### src/rtl/ram_arbiter.sv
// ram_arbiter: shares a single-port data RAM (synchronous write, combinational
// read) between the processor core (port 0) and a second bus master (port 1).
//
// Each port uses a REQ/ACK handshake. The winning request's WE/ADDR/WDATA are
// latched at grant, the RAM is driven for exactly one cycle, read data is
// captured at the end of that cycle and ACK pulses for one cycle. Contention
// is resolved round-robin (FIXED_PRI=0) or always in favour of port 0
// (FIXED_PRI=1).
//
// Parameters:
//   DATA_WIDTH  RAM word width
//   ADDR_WIDTH  RAM address width (full RAM range, no range check)
//   FIXED_PRI   1 = port 0 wins contention, 0 = round-robin
//
// Ports:
//   clk, rst             rising-edge clock, asynchronous active-high reset
//   req0/1               access request, held until the matching ack
//   we0/1, addr0/1,
//   wdata0/1             access descriptor, sampled at grant
//   gnt0/1               high for the cycle the port owns the RAM
//   ack0/1               one-cycle completion pulse
//   rdata0/1             read data captured at the end of that port's read
//   ram_ce               RAM write enable
//   ram_addr, ram_din    RAM address / write data (hold outside an access)
//   ram_dout             RAM combinational read data

module ram_arbiter #(
    parameter int unsigned DATA_WIDTH = 8,
    parameter int unsigned ADDR_WIDTH = 8,
    parameter bit          FIXED_PRI  = 1'b0
) (
    input  logic                  clk,
    input  logic                  rst,
    input  logic                  req0,
    input  logic                  req1,
    input  logic                  we0,
    input  logic                  we1,
    input  logic [ADDR_WIDTH-1:0] addr0,
    input  logic [ADDR_WIDTH-1:0] addr1,
    input  logic [DATA_WIDTH-1:0] wdata0,
    input  logic [DATA_WIDTH-1:0] wdata1,
    output logic                  gnt0,
    output logic                  gnt1,
    output logic                  ack0,
    output logic                  ack1,
    output logic [DATA_WIDTH-1:0] rdata0,
    output logic [DATA_WIDTH-1:0] rdata1,
    output logic                  ram_ce,
    output logic [ADDR_WIDTH-1:0] ram_addr,
    output logic [DATA_WIDTH-1:0] ram_din,
    input  logic [DATA_WIDTH-1:0] ram_dout
);

    typedef enum logic [1:0] {
        IDLE  = 2'd0,
        BUSY0 = 2'd1,
        BUSY1 = 2'd2
    } state_t;

    state_t                state;
    state_t                state_nxt;

    // Latched write flag of the access in flight; address and write data are
    // latched directly into ram_addr / ram_din, which hold between accesses.
    logic                  we_lat;
    logic                  we_lat_nxt;

    // Last-served port (0 or 1); reset to 1 so port 0 wins the first tie.
    logic                  last;
    logic                  last_nxt;

    logic                  gnt0_nxt;
    logic                  gnt1_nxt;
    logic                  ack0_nxt;
    logic                  ack1_nxt;
    logic                  ram_ce_nxt;
    logic [ADDR_WIDTH-1:0] ram_addr_nxt;
    logic [DATA_WIDTH-1:0] ram_din_nxt;
    logic [DATA_WIDTH-1:0] rdata0_nxt;
    logic [DATA_WIDTH-1:0] rdata1_nxt;

    logic                  elig0;
    logic                  elig1;
    logic                  any_elig;
    logic                  sel1;

    // A port is not eligible while its ack is high, so a REQ still held
    // for the access just completed is not served a second time.
    assign elig0    = req0 & ~ack0;
    assign elig1    = req1 & ~ack1;
    assign any_elig = elig0 | elig1;

    // Winner selection: port 1 wins when alone, or on a tie under
    // round-robin when port 0 was served last.
    always_comb begin
        sel1 = 1'b0;
        if (elig1 && !elig0) begin
            sel1 = 1'b1;
        end else if (elig1 && elig0) begin
            sel1 = !FIXED_PRI && (last == 1'b0);
        end
    end

    // State register.
    always_ff @(posedge clk or posedge rst) begin
        if (rst) begin
            state <= IDLE;
        end else begin
            state <= state_nxt;
        end
    end

    // Next-state logic.
    always_comb begin
        state_nxt = state;
        case (state)
            IDLE: begin
                if (any_elig) begin
                    state_nxt = sel1 ? BUSY1 : BUSY0;
                end
            end
            BUSY0:   state_nxt = IDLE;
            BUSY1:   state_nxt = IDLE;
            default: state_nxt = IDLE;
        endcase
    end

    // Output logic: next values of every registered output and held field.
    // RAM controls are loaded at grant so they come straight from flops
    // during BUSY and have no combinational path from the request inputs.
    always_comb begin
        gnt0_nxt     = 1'b0;
        gnt1_nxt     = 1'b0;
        ack0_nxt     = 1'b0;
        ack1_nxt     = 1'b0;
        ram_ce_nxt   = 1'b0;
        ram_addr_nxt = ram_addr;
        ram_din_nxt  = ram_din;
        we_lat_nxt   = we_lat;
        last_nxt     = last;
        rdata0_nxt   = rdata0;
        rdata1_nxt   = rdata1;
        case (state)
            IDLE: begin
                if (any_elig) begin
                    if (sel1) begin
                        gnt1_nxt     = 1'b1;
                        ram_ce_nxt   = we1;
                        ram_addr_nxt = addr1;
                        ram_din_nxt  = wdata1;
                        we_lat_nxt   = we1;
                        last_nxt     = 1'b1;
                    end else begin
                        gnt0_nxt     = 1'b1;
                        ram_ce_nxt   = we0;
                        ram_addr_nxt = addr0;
                        ram_din_nxt  = wdata0;
                        we_lat_nxt   = we0;
                        last_nxt     = 1'b0;
                    end
                end
            end
            BUSY0: begin
                ack0_nxt = 1'b1;
                if (!we_lat) begin
                    rdata0_nxt = ram_dout;
                end
            end
            BUSY1: begin
                ack1_nxt = 1'b1;
                if (!we_lat) begin
                    rdata1_nxt = ram_dout;
                end
            end
            default: begin
            end
        endcase
    end

    // Output and held-field registers. Asynchronous reset drops ram_ce and
    // the grants at once, so an access interrupted by reset never writes.
    always_ff @(posedge clk or posedge rst) begin
        if (rst) begin
            gnt0     <= 1'b0;
            gnt1     <= 1'b0;
            ack0     <= 1'b0;
            ack1     <= 1'b0;
            ram_ce   <= 1'b0;
            ram_addr <= '0;
            ram_din  <= '0;
            we_lat   <= 1'b0;
            last     <= 1'b1;
            rdata0   <= '0;
            rdata1   <= '0;
        end else begin
            gnt0     <= gnt0_nxt;
            gnt1     <= gnt1_nxt;
            ack0     <= ack0_nxt;
            ack1     <= ack1_nxt;
            ram_ce   <= ram_ce_nxt;
            ram_addr <= ram_addr_nxt;
            ram_din  <= ram_din_nxt;
            we_lat   <= we_lat_nxt;
            last     <= last_nxt;
            rdata0   <= rdata0_nxt;
            rdata1   <= rdata1_nxt;
        end
    end

endmodule
### config.mk
export PLATFORM = sky130hd
export DESIGN_NAME = ram_arbiter
export DESIGN_NICKNAME = d
export VERILOG_FILES = /design/src/rtl/ram_arbiter.sv
export SDC_FILE = /design/constraint.sdc
export NUM_CORES = 1
export LEC_CHECK = 0
export CORE_ASPECT_RATIO = 1.75
export CORE_MARGIN = 2
export CORE_UTILIZATION = 25
export CTS_CLUSTER_DIAMETER = 120
export CTS_CLUSTER_SIZE = 12
export DETAILED_ROUTE_END_ITERATION = 10
export GPL_ROUTABILITY_DRIVEN = 0
export SYNTH_ARGS = -nofsm -noshare
export SYNTH_HDL_FRONTEND = slang
export SYNTH_SLANG_ARGS = --single-unit
### constraint.sdc
create_clock -name clk -period 4.2 [get_ports clk]
set_input_delay 0.42 -clock clk [delete_from_list [all_inputs] [get_ports clk]]
set_output_delay 0.42 -clock clk [all_outputs]
set_load 0.01 [all_outputs]
==> summary.md, run 1 <==
| Metric | Value |
|---|---|
| Fraction of power consumed by sequential logic | 0.329 |
| Maximum buffer depth of the clock tree | 2 |
| Max-capacitance violation count | 0 |
| Worst-path clk slew | 0.06 ns |
| Proportion of synthesized chip area in sequential cells | 0.513 |
| Util after Layout | 0.381 |
| Number of storage elements in the synthesis netlist | 41 |
| FF+latch area | 1030 um^2 |
| Post-CTS Repair Setup Buffers | 0 |
| Area used by multi-input combinational logic | 811 um^2 |
| Total power density per cell area | 738 nW/um^2 |
| Fmax | 440 MHz |
| Leakage | 1.28 nW |
| Cell type of the slowest stage on the worst timing path | sky130_fd_sc_hd__clkdlybuf4s50_1 |
| Share of post-route cells with drive strength above 1 | 0.104 |
| Latest clock arrival within the worst-skew pair | 0.28 ns |
| Number of vias in the routed layout | 1714 |
| Post-synthesis instance total | 178 |
| Sink count of the clock tree | 41 |
| Net switching power | 0.000758 W |
| Global Route Usage Sum | 0.130 |
| Number of DRC violations after detailed-routing iteration 0 | 92 |
| Number of cell instances on the worst register-to-register path | 3 |
| Maximum clock skew at final layout | 0.00457 ns |
| Minimum clock period after layout | 2.27 ns |
| Total number of placement rows | 43 |
| Fraction of power consumed by combinational cells | 0.499 |
| Syn_nets | 224 |
| Routed length per instance | 16.2 um |
| Area growth from synthesis to layout | 49.2% |
| Family with the most delay on the worst path | buffers and inverters |
| Warnings, synthesis | 0 |
| Internal power contribution | 0.00145 W |
| Worst ir drop on vdd | 0.224 mV |
| Final routed wirelength across all metal layers | 5520 um |
| Antenna violations before repair | 0 |
| Max transition margin | 0.424 |
| Gates resized, CTS repair | 0 |
| Filler Cells Inserted | 801 |
| Net count, final | 296 |
| Placeable Area | 7860 um^2 |
| Final setup fails | 0 |
| Detail Placement HPWL | 3880 um |
| Worst-path fanout max | 22 |
| Die Area | 8770 um^2 |
| Detailed-routing iteration count for the pre-antenna-repair pass | 4 |
| Mapped Area | 2000 um^2 |
| Port Buf Inserts | 82 |
| Post-Synthesis Mean Instance Area | 11.3 um^2 |
| Arrival time of data at the critical path endpoint | 2.41 ns |
| Startpoint type of the worst setup path | input pin |
| Initial standard-cell utilization of the core | 0.255 |
| Endpoint of the worst register-to-register path | ram_din[6] |
| Diodes inserted | 0 |
| Endpoint of the worst hold-timing path | ack1 |
| DR vias/cell | 5.03 |
| Maximum cell stage delay along the critical path | 0.80 ns |
| Required time of the worst setup path | 4.33 ns |
| # DRC | 0 |
| Run status | finished, final reports clean |
| Number of placed I/O pins | 83 |
| Die Y-Extent | 122 um |
| Worst path depth | 5 |
| Total clock buffers created by CTS | 5 |
| Cell depth of the worst hold path | 1 |
| Worst Setup End Kind | flop |
| Remaining Overflow, GRT | 0 |
| Final Hold Viols | 0 |
| Crit path buffers/inverters | 2 |
| Vias in the first global route | 1728 |
| Switching power share of the total | 0.344 |
| RSZ-0062 raised after global routing | no |
| Reg-to-Reg Start | ack1 |
| Fraction of power consumed by the clock network | 0.172 |
| Worst Tran Pin Value | 0.862 ns |
| Hold Buf Count CTS | 0 |
| Antenna violation net count after detailed routing | 0 |
| Final Slew Violations | 0 |
| Type of the most critical hold path | flop to flop |
| Chain of cells forming the critical path | clkdlybuf4s50_1, nand2b_1, buf_4, a221oi_1, a22oi_1 |
| Worst reg2reg setup slack | 2.18 ns |
| Type of the worst setup path | input pin to flop |
| Maximum number of pins on one net before global-route repair | 42 |
| Hold path startpoint | state[0] |
| Total negative slack | 0 ns |
| CTS tree | done |
| Global-route wire length before repair | 8760 um |
| Die span in x | 71.7 um |
| Cell at the root of the clock tree | sky130_fd_sc_hd__clkbuf_16 |
| Number of distinct library cell variants in the gate-level netlist after synthesis | 25 |
| Period utilization | 0.541 |
| H-tree Lvls | 2 |
worst max path at each step:
stage	startpoint	end	slack, ns
final	req1	ram_din[1]	1.93
after global routing	req1	ram_din[5]	1.70
after CTS	req1	ram_addr[0]	1.93
after detailed placement	req1	ram_din[2]	1.64
after global placement	req1	ram_addr[1]	1.69
after floorplan	last	ram_addr[7]	2.78
cell usage after synthesis:
cell	instances	area, um^2
sky130_fd_sc_hd__a22oi_1	16	120
sky130_fd_sc_hd__nor2b_1	5	31.3
sky130_fd_sc_hd__nor3_1	2	10.0
sky130_fd_sc_hd__a221oi_1	16	140
sky130_fd_sc_hd__a32oi_1	1	8.76
sky130_fd_sc_hd__nand2b_1	2	12.5
sky130_fd_sc_hd__buf_8	1	15.0
sky130_fd_sc_hd__nand3b_1	1	7.51
sky130_fd_sc_hd__mux2_2	16	180
sky130_fd_sc_hd__buf_2	6	30.0
sky130_fd_sc_hd__clkbuf_1	8	30.0
sky130_fd_sc_hd__o21ai_0	17	85.1
sky130_fd_sc_hd__o2bb2ai_1	1	8.76
sky130_fd_sc_hd__a21o_1	1	7.51
sky130_fd_sc_hd__nor3b_1	2	15.0
sky130_fd_sc_hd__or3b_2	1	8.76
sky130_fd_sc_hd__buf_1	1	3.75
sky130_fd_sc_hd__inv_1	17	63.8
sky130_fd_sc_hd__dfrtp_1	40	1000
sky130_fd_sc_hd__nor2_1	1	3.75
sky130_fd_sc_hd__buf_6	2	22.5
sky130_fd_sc_hd__dfstp_2	1	26.3
sky130_fd_sc_hd__and3b_1	18	158
sky130_fd_sc_hd__o31ai_1	1	7.51
sky130_fd_sc_hd__or2_1	1	6.26
per-stage QoR:
| step | setup slack (ns) | std cells | power [W] | instance area, um^2 | hold WS [ns] |
|---|---|---|---|---|---|
| floorplan | 2.78 | 178 | 0.00136 | 2000 | 0.417 |
| global placement | 1.69 | 333 | 0.00183 | 2840 | 0.430 |
| detailed placement | 1.64 | 333 | 0.00185 | 2840 | 0.436 |
| CTS | 1.93 | 341 | 0.00224 | 2990 | 0.443 |
| global route | 1.70 | 341 | 0.00236 | 2990 | 0.470 |
| finish | 1.93 | 341 | 0.00221 | 2990 | 0.438 |
layout by cell type, fill, tap and decap left out, drive strengths merged, types with 2 or more instances in the layout:
cell / count
nor3: 2
clkbuf: 8
inv: 17
a221oi: 16
clkdlybuf4s50: 82
nand2b: 2
o21ai: 17
mux2: 16
a22oi: 16
nor3b: 2
and3b: 18
nor2b: 5
dfrtp: 40
flip-flops by register name, summed over array words and instances, names as in the netlist:
register / count
rdata1: 8
ram_addr: 8
gnt0: 1
ram_ce: 1
ack0: 1
we_lat: 1
rdata0: 8
ack1: 1
ram_din: 8
gnt1: 1
state: 2
last: 1
per-layer routing:
metal | part of all wire | up-vias | track usage
met5 | 0 | - | 0
met4 | 0.018 | 0 | 0.0531
met3 | 0.043 | 8 | 0.0279
met2 | 0.52 | 49 | 0.216
met1 | 0.41 | 860 | 0.163
li1 | - | 797 | -
power by group through the flow:
stage	combinational, W	clock [W]	sequential [W]
after floorplan	0.000568	0	0.000792
after global placement	0.00109	0	0.000735
after detailed placement	0.00112	0	0.000737
after CTS	0.00112	0.000395	0.000732
after global routing	0.00120	0.000409	0.000758
final	0.00110	0.000380	0.000726
worst register-to-register path, delay by kind of cell (launching register included):
family           cells  cell delay (ns)
flip-flops           1             0.64
AND/OR/NAND/NOR      1             0.46
AO/OA/AOI/OAI        2             0.77
cells by family after synthesis:
logic type             count (synthesis)  share of synthesized area
AO/OA/AOI/OAI                         53                      0.189
flip-flops                            41                      0.513
buffers and inverters                 35                     0.0824
AND/OR/NAND/NOR                       33                      0.126
multiplexers                          16                     0.0899
layout make-up:
cell class	instances	share of cell area
Sequential cell	41	0.344
Timing Repair Buffer	83	0.277
Multi-Input combinational cell	102	0.271
Clock buffer	8	0.0490
Tap cell	90	0.0377
Inverter	17	0.0213
Note: power is estimated with default switching activity, not from simulation.
==> run 2, diff against run 1 <==
==> constraint.sdc (replaced) <==
create_clock -name clk -period 2.4 [get_ports clk]
set_input_delay 0.24 -clock clk [delete_from_list [all_inputs] [get_ports clk]]
set_output_delay 0.24 -clock clk [all_outputs]
set_load 0.01 [all_outputs]
==> summary.md, run 2 (synthesis gave the netlist of run 1 again) <==
| Metric | Value |
|---|---|
| Detail Placement HPWL | 4070 um (was 3880 um) |
| Routed length per instance | 16.0 um (was 16.2 um) |
| Sink count of the clock tree | 41 (unchanged) |
| FF+latch area | 1030 um^2 (unchanged) |
| Global Route Usage Sum | 0.137 (was 0.130) |
| Number of cell instances on the worst register-to-register path | 3 (unchanged) |
| Worst-path clk slew | 0.06 ns (about the same) |
| Endpoint of the worst hold-timing path | ack0 (was ack1) |
| Detailed-routing iteration count for the pre-antenna-repair pass | 5 (was 4) |
| Net count, final | 304 (was 296) |
| Vias in the first global route | 1773 (was 1728) |
| Hold Buf Count CTS | 0 (unchanged) |
| Worst Tran Pin Value | 0.858 ns (was 0.862 ns) |
| Port Buf Inserts | 82 (unchanged) |
| Setup slack after layout | 0.634 ns (was 1.93 ns) |
| GRT met3 Usage | 0.0361 (was 0.0279) |
| Met1 GRT Util | 0.159 (was 0.163) |
| GR Util met2 | 0.236 (was 0.216) |
| Total clock buffers created by CTS | 5 (unchanged) |
| # DRC | 0 (unchanged) |
| Latest clock arrival within the worst-skew pair | 0.29 ns (was 0.28 ns) |
| Worst Setup End Kind | flop (unchanged) |
| Number of vias in the routed layout | 1672 (was 1714) |
| RSZ-0062 raised after global routing | no (unchanged) |
| Die span in x | 71.7 um (unchanged) |
| Leakage | 1.32 nW (was 1.28 nW) |
| Most congested layer reported by global routing | met2 (unchanged) |
| Fraction of power consumed by sequential logic | 0.323 (was 0.329) |
| Type of the worst setup path | input pin to flop (unchanged) |
| Placeable Area | 7860 um^2 (unchanged) |
| Type of the most critical hold path | flop to flop (unchanged) |
| Commonest cells after routing, fill and taps aside | sky130_fd_sc_hd__clkdlybuf4s50_1 (82), sky130_fd_sc_hd__dfrtp_1 (40), sky130_fd_sc_hd__and3b_1 (18) (unchanged) |
| Gates resized, CTS repair | 0 (unchanged) |
| Max-capacitance violation count | 0 (unchanged) |
| Final setup fails | 0 (unchanged) |
| Switching power share of the total | 0.348 (was 0.344) |
| Required time of the worst setup path | 2.54 ns (was 4.33 ns) |
| Fraction of power consumed by the clock network | 0.167 (was 0.172) |
| Final routed wirelength across all metal layers | 5570 um (was 5520 um) |
| Final Slew Violations | 0 (unchanged) |
| Area used by multi-input combinational logic | 811 um^2 (unchanged) |
| Arrival time of data at the critical path endpoint | 1.90 ns (was 2.41 ns) |
| Period utilization | 0.736 |
| Total negative slack | 0 ns (unchanged) |
| Initial standard-cell utilization of the core | 0.255 (unchanged) |
| Fraction of power consumed by combinational cells | 0.511 (was 0.499) |
| Maximum buffer depth of the clock tree | 2 (unchanged) |
| Net switching power | 0.00136 W (was 0.000758 W) |
| Fmax | 566 MHz |
| Total power density per cell area | 1290 nW/um^2 (was 738 nW/um^2) |
| Endpoint of the worst register-to-register path | ram_din[0] (was ram_din[6]) |
| Run status | finished, final reports clean (unchanged) |
| H-tree Lvls | 2 (unchanged) |
| Non-filler cells in the finished layout | 349 (was 341) |
| Internal power contribution | 0.00256 W (was 0.00145 W) |
| Maximum number of pins on one net before global-route repair | 42 (unchanged) |
| Worst setup slack before clock tree synthesis | 0.320 ns (was 1.64 ns) |
| Remaining Overflow, GRT | 0 (unchanged) |
| Cell at the root of the clock tree | sky130_fd_sc_hd__clkbuf_16 (unchanged) |
| CTS tree | done (unchanged) |
| Placed cells | 341 (was 333) |
| Die Area | 8770 um^2 (unchanged) |
| Global-route wire length before repair | 9040 um (was 8760 um) |
| Startpoint type of the worst setup path | input pin (unchanged) |
| Antenna violations before repair | 0 (unchanged) |
| Worst-path fanout max | 17 (was 22) |
| Worst ir drop on vdd | 0.436 mV (was 0.224 mV) |
| Maximum clock skew at final layout | 0.00199 ns (was 0.00457 ns) |
| Hold path startpoint | state[1] (was state[0]) |
| Antenna violation net count after detailed routing | 0 (unchanged) |
| Area growth from synthesis to layout | 52.0% (was 49.2%) |
| Reg-to-Reg Start | ack0 (was ack1) |
| Final Hold Viols | 0 (unchanged) |
| Number of DRC violations after detailed-routing iteration 0 | 66 (was 92) |
| Filler Cells Inserted | 801 (unchanged) |
| Cell depth of the worst hold path | 1 (unchanged) |
| Max transition margin | 0.427 (was 0.424) |
| DR vias/cell | 4.79 (was 5.03) |
| Number of placed I/O pins | 83 (unchanged) |
| Minimum clock period after layout | 1.77 ns |
| Most common cell after layout, fill and taps aside | sky130_fd_sc_hd__clkdlybuf4s50_1 (unchanged) |
| Diodes inserted | 0 (unchanged) |
| Worst reg2reg setup slack | 0.64 ns (was 2.18 ns) |
| Share of post-route cells with drive strength above 1 | 0.139 (was 0.104) |
| Die Y-Extent | 122 um (unchanged) |
| Total number of placement rows | 43 (unchanged) |
| Post-CTS Repair Setup Buffers | 0 (unchanged) |
## run 2: metal layers
layer | share of wire | up-vias
li1 | - | 809
met1 | 0.41 | 805
met2 | 0.52 | 51
met3 | 0.047 | 7
met4 | 0.020 | 0
met5 | 0 | -
## run 2: layout make-up
cell class	count	share of cell area
flip-flops and latches	41	0.337
repair buffers	91	0.292
multi-input cells	102	0.266
clock buffers	5	0.0411
well taps	90	0.0370
inverters	17	0.0210
clock inverters	3	0.00575
## run 2: metrics by stage
stage,hold slack [ns],utilization,area [um^2],total power [W]
6_report,0.442,0.388,3050,0.00392
5_1_grt,0.471,0.388,3050,0.00423
4_1_cts,0.444,0.388,3050,0.00399
3_5_place_dp,0.433,0.370,2900,0.00331
3_3_place_gp,0.426,0.370,2900,0.00326
2_1_floorplan,0.392,-,2000,0.00238
## run 2: critical path, stage by stage
cell and delay (ns):
sky130_fd_sc_hd__clkdlybuf4s50_1 0.57, sky130_fd_sc_hd__nand2b_1 0.17, sky130_fd_sc_hd__buf_4 0.20, sky130_fd_sc_hd__a21o_1 0.52
sky130_fd_sc_hd__a22oi_1 0.19
## run 2: power by group through the flow
stage / Sequential, W / Combinational, W / Clock (W)
6_report: 0.00126 / 0.00200 / 0.000653
5_1_grt: 0.00132 / 0.00219 / 0.000716
4_1_cts: 0.00128 / 0.00203 / 0.000684
3_5_place_dp: 0.00128 / 0.00202 / 0
3_3_place_gp: 0.00128 / 0.00199 / 0
2_1_floorplan: 0.00139 / 0.000993 / 0
## run 2: how the worst max path moves through the flow
stage,start,end,slack (ns),depth (start not counted)
floorplan,last,ram_addr[7],0.98,5
global placement,req1,ram_din[3],0.45,5
detailed placement,req1,ram_din[0],0.32,5
CTS,ack0,ram_din[0],0.62,3
global route,ack0,ram_din[0],0.43,3
finish,req1,ram_din[0],0.63,5
==> run 3, diff against run 2 <==
==> constraint.sdc (replaced) <==
create_clock -name clk -period 1.7 [get_ports clk]
set_input_delay 0.17 -clock clk [delete_from_list [all_inputs] [get_ports clk]]
set_output_delay 0.17 -clock clk [all_outputs]
set_load 0.01 [all_outputs]
==> summary.md, run 3 (synthesis gave the netlist of run 1 again) <==
| Metric | Value |
|---|---|
| Latest clock arrival within the worst-skew pair | 0.29 ns (about the same) |
| Type of the most critical hold path | input pin to async pin (was flop to flop) |
| Diodes inserted | 0 (unchanged) |
| Arrival time of data at the critical path endpoint | 1.37 ns (was 1.90 ns) |
| Type of the worst setup path | flop to output port (was input pin to flop) |
| Period utilization | 0.906 |
| Worst Tran Pin Value | 0.599 ns (was 0.858 ns) |
| Startpoint type of the worst setup path | flop (was input pin) |
| Most common cell after layout, fill and taps aside | sky130_fd_sc_hd__clkdlybuf4s50_1 (unchanged) |
| Final routed wirelength across all metal layers | 5460 um (was 5570 um) |
| Detailed-routing iteration count for the pre-antenna-repair pass | 4 (was 5) |
| Net count, final | 314 (was 304) |
| Port Buf Inserts | 82 (unchanged) |
| Antenna violations before repair | 0 (unchanged) |
| Global-route wire length before repair | 8900 um (was 9040 um) |
| FF+latch area | 1030 um^2 (unchanged) |
| Routed length per instance | 15.2 um (was 16.0 um) |
| Placeable Area | 7860 um^2 (unchanged) |
| Max-capacitance violation count | 0 (unchanged) |
| Number of placed I/O pins | 83 (unchanged) |
| H-tree Lvls | 2 (unchanged) |
| Worst Setup End Kind | output port (was flop) |
| Die Y-Extent | 122 um (unchanged) |
| Filler Cells Inserted | 805 (was 801) |
| Final Hold Viols | 0 (unchanged) |
| Placed instance area | 2990 um^2 (was 2900 um^2) |
| Number of DRC violations after detailed-routing iteration 0 | 81 (was 66) |
| Cell type of the slowest stage on the worst timing path | sky130_fd_sc_hd__clkdlybuf4s50_1 (unchanged) |
| Setup slack after layout | 0.159 ns (was 0.634 ns) |
| # DRC | 0 (unchanged) |
| Worst-path clk slew | 0.06 ns (about the same) |
| Total power density per cell area | 1800 nW/um^2 (was 1290 nW/um^2) |
| Fmax | 649 MHz |
| Initial standard-cell utilization of the core | 0.255 (unchanged) |
| Worst ir drop on vdd | 0.650 mV (was 0.436 mV) |
| DR vias/cell | 4.79 (about the same) |
| Design area | 3140 um^2 (was 3050 um^2) |
| Worst-path fanout max | 7 (was 17) |
| Cell at the root of the clock tree | sky130_fd_sc_hd__clkbuf_16 (unchanged) |
| Maximum cell stage delay along the critical path | 0.54 ns (was 0.57 ns) |
| Remaining Overflow, GRT | 0 (unchanged) |
| Worst hold slack after final layout | 0.124 ns (was 0.442 ns) |
| Minimum clock period after layout | 1.54 ns |
| RSZ-0062 raised after global routing | no (unchanged) |
| Leakage | 1.38 nW (was 1.32 nW) |
| Family with the most delay on the worst path | buffers and inverters (unchanged) |
| Number of vias in the routed layout | 1719 (was 1672) |
| Hold Buf Count CTS | 0 (unchanged) |
| Vias in the first global route | 1793 (was 1773) |
| Sink count of the clock tree | 41 (unchanged) |
| Maximum buffer depth of the clock tree | 2 (unchanged) |
| Post-CTS Repair Setup Buffers | 0 (unchanged) |
| Total clock buffers created by CTS | 5 (unchanged) |
| Global Route Usage Sum | 0.133 (was 0.137) |
| Max transition margin | 0.601 (was 0.427) |
| Die span in x | 71.7 um (unchanged) |
| Final Slew Violations | 0 (unchanged) |
| Die Area | 8770 um^2 (unchanged) |
| Run status | finished, final reports clean (unchanged) |
| Maximum number of pins on one net before global-route repair | 23 (was 42) |
| Area used by multi-input combinational logic | 811 um^2 (unchanged) |
| Crit path buffers/inverters | 2 (unchanged) |
| Required time of the worst setup path | 1.53 ns (was 2.54 ns) |
| Share of post-route cells with drive strength above 1 | 0.171 (was 0.139) |
| CTS tree | done (unchanged) |
| Worst setup slack before clock tree synthesis | 0.0204 ns (was 0.320 ns) |
| Total number of placement rows | 43 (unchanged) |
| Area growth from synthesis to layout | 56.8% (was 52.0%) |
| Gates resized, CTS repair | 0 (unchanged) |
| Chain of cells forming the critical path | buf_4, clkdlybuf4s50_1 (was clkdlybuf4s50_1, nand2b_1, buf_4, a21o_1, a22oi_1) |
| Final setup fails | 0 (unchanged) |
| Detail Placement HPWL | 4130 um (was 4070 um) |
| Antenna violation net count after detailed routing | 0 (unchanged) |
| Commonest cells after routing, fill and taps aside | sky130_fd_sc_hd__clkdlybuf4s50_1 (82), sky130_fd_sc_hd__dfrtp_1 (40), sky130_fd_sc_hd__and3b_1 (18), sky130_fd_sc_hd__buf_4 (18), sky130_fd_sc_hd__o21ai_0 (17) (was sky130_fd_sc_hd__clkdlybuf4s50_1 (82), sky130_fd_sc_hd__dfrtp_1 (40), sky130_fd_sc_hd__and3b_1 (18)) |
| Maximum clock skew at final layout | 0.00758 ns (was 0.00199 ns) |
| Total negative slack | 0 ns (unchanged) |
==> run 3: cell count changes in the layout (fill, tap and decap cells not counted), sizes merged <==
| cell | before | now |
|---|---|---|
| inv | 17 | 18 |
| clkinv | 2 | 1 |
| buf | 9 | 19 |
==> run 3: final cells by class <==
class | count | share of cell area
sequential | 41 | 0.327
timing repair buffer | 101 | 0.311
multi-input combinational | 102 | 0.258
clock buffer | 5 | 0.0398
tap | 90 | 0.0359
inverter | 17 | 0.0203
clock inverter | 3 | 0.00797
==> run 3: through the flow <==
step / total power (W) / cells / utilization
after global placement: 0.00471 / 351 / 0.381
after floorplan: 0.00336 / 178 / -
after CTS: 0.00574 / 359 / 0.400
after detailed placement: 0.00476 / 351 / 0.381
after global routing: 0.00610 / 359 / 0.400
final: 0.00565 / 359 / 0.400
==> run 3: path summary, 6_finish.rpt <==
kind | startpoint | to | slack, ns | cells after the start
max | ack1 | ack1 | 0.16 | 2
min | rst | ram_addr[2] | 0.12 | 2
max reg2reg | state[1] | ram_addr[4] | 0.24 | 3
min reg2reg | state[1] | ack0 | 0.45 | 1
max in group asynchronous | rst | last | 1.08 | 3
min in group clk | state[1] | ack0 | 0.45 | 1
==> run 3: report_power, final <==
part           switching, W  internal [W]
sequential         0.000288       0.00149
clock              0.000416      0.000552
combinational       0.00124       0.00167
==> run 3: per-layer routing <==
metal / global-route usage / part of all wire / vias to the layer above
met5: 0 / 0 / -
met4: 0.0495 / 0.016 / 0
met3: 0.0353 / 0.060 / 7
met2: 0.223 / 0.53 / 59
met1: 0.161 / 0.39 / 824
li1: - / - / 829
==> patch, RTL diff (flow settings as in run 2) <==
Change the parameter `ADDR_WIDTH` from 8 to 9.
--- a/src/rtl/ram_arbiter.sv
+++ b/src/rtl/ram_arbiter.sv
@@ -26,7 +26,7 @@
 
 module ram_arbiter #(
     parameter int unsigned DATA_WIDTH = 8,
-    parameter int unsigned ADDR_WIDTH = 8,
+    parameter int unsigned ADDR_WIDTH = 9,
     parameter bit          FIXED_PRI  = 1'b0
 ) (
     input  logic                  clk,
Ports: changed (resized addr0, addr1 and ram_addr); port bits go from 83 to 86. The function was not compared with the original's and may differ.
==> patch against run 2 <==
  * Sequential cell count up 1
  * Non-clock buffer count up 3
  * Worst setup slack better by 0.11 ns
  * Fmax up 6.3%
  * Synthesized area up 6.3%
  * Cell area up 5.4%
  * Wire length up 8.6%
  * Hold slack worse by 0.036 ns
  * Power up 4.6%
  * Via count up 5.7%
  * Largest cell class unchanged
  * Largest power group unchanged
==> patch: results <==
[place]
numPortBuffers = 85
place_area_um2 = 3070
hpwl_um = 4370

[global_routing]
grt_max_degree = 43
grt_first_pass_wirelength_um = 9570
grt_pass1_vias = 1847
track_usage = 0.135

[worst_hold_path]
hp-class = "primary input to async pin"

[outcome]
status = "finished, final reports clean"

[critical_path]
crit_arrival_ns = 1.42
r2r_end = "ram_din[6]"
critPathMaxStageDelay_ns = 0.60
r2r_start = "last"
reg2reg_depth = 4
crit_family = "buffers and inverters"
critPathMaxFanout = 20
ff2ff_setup_slack_ns = 0.78

[clocking]
cts_buffer_depth = 2
cts_resized = 0
clock_latency_ns = 0.28
cts_max_level = 2

[cells_and_area]
fin_nets = 315
drive_gt1_frac = 0.165
diodes = 0
largest_register_ffs = 9

[timing]
tightest_slew_ns = 0.811
skew_ns = 0.00511

[logic_synthesis]
synth-seq-area-share = 0.494
ys_types = 27
syn_nets = 234
synthTopCellsByCount = "41 x dfrtp_1, 19 x and3b_1, 18 x inv_1, 17 x o21ai_0"
synth_area_leaders = "dfrtp_1 48%, mux2_2 8.5%, and3b_1 7.8%, a221oi_1 6.6%, a22oi_2 5.3%"

[route]
drt-pass1-iter-count = 4
drt_iter0_markers = 84
via_per_inst = 4.63
wl_per_cell_um = 15.8

[power_and_ir_drop]
worst_ir_drop_vdd_uv = 417
leakage_uw = 0.00137
-- patch: routing by layer --
metal  global-route usage  up-vias  wire, um
met5                    0        -         0
met4               0.0578        0       149
met3               0.0264        7       246
met2                0.240       43      3370
met1                0.152      881      2280
li1                     -      836         -
-- patch: area by class of cell --
type                       count  area, um2
clock inverter                 2       10.0
tap                          115        144
inverter                      18       67.6
fill                         820       5100
sequential                    42       1050
timing repair buffer          94        918
multi-input combinational    106        892
clock buffer                   5        125
-- patch: kinds of logic (layout without fill, tap and decap cells) --
logic type,after synthesis,after routing,share of synthesized area
AOI/OAI and AO/OA,56,56,0.212
buffers and inverters,38,119,0.0870
DFF,42,42,0.494
muxes,16,16,0.0846
and+or+nand+nor,34,34,0.123
-- patch: how the worst max path moves through the flow --
stage | start | slack [ns] | endpoint
after detailed placement | req0 | 0.55 | ram_din[6]
after global placement | req1 | 0.59 | we_lat
after global routing | last | 0.61 | ram_addr[1]
final | ack1 | 0.74 | ack1
after CTS | ack1 | 0.70 | ack1
after floorplan | last | 0.96 | ram_din[0]
-- patch: tightest hold or removal path: stages --
cell and delay [ns]:
clkdlybuf4s50_1 0.41, inv_2 0.05, buf_4 0.45
-- patch: metrics by stage --
step | hold slack (ns) | worst slack, ns | cells
after floorplan | 0.392 | 0.964 | 186
after global placement | 0.440 | 0.593 | 375
after detailed placement | 0.446 | 0.548 | 375
after CTS | 0.428 | 0.697 | 382
after global routing | 0.457 | 0.613 | 382
final | 0.406 | 0.739 | 382
-- patch: power by group --
group / internal, uW / switching [uW] / total, uW / leakage [uW]
combinational: 1200 / 986 / 2190 / 0.000803
clock: 375 / 262 / 638 / 0.0000694
sequential: 1080 / 196 / 1270 / 0.000496
total: 2660 / 1440 / 4100 / 0.00137
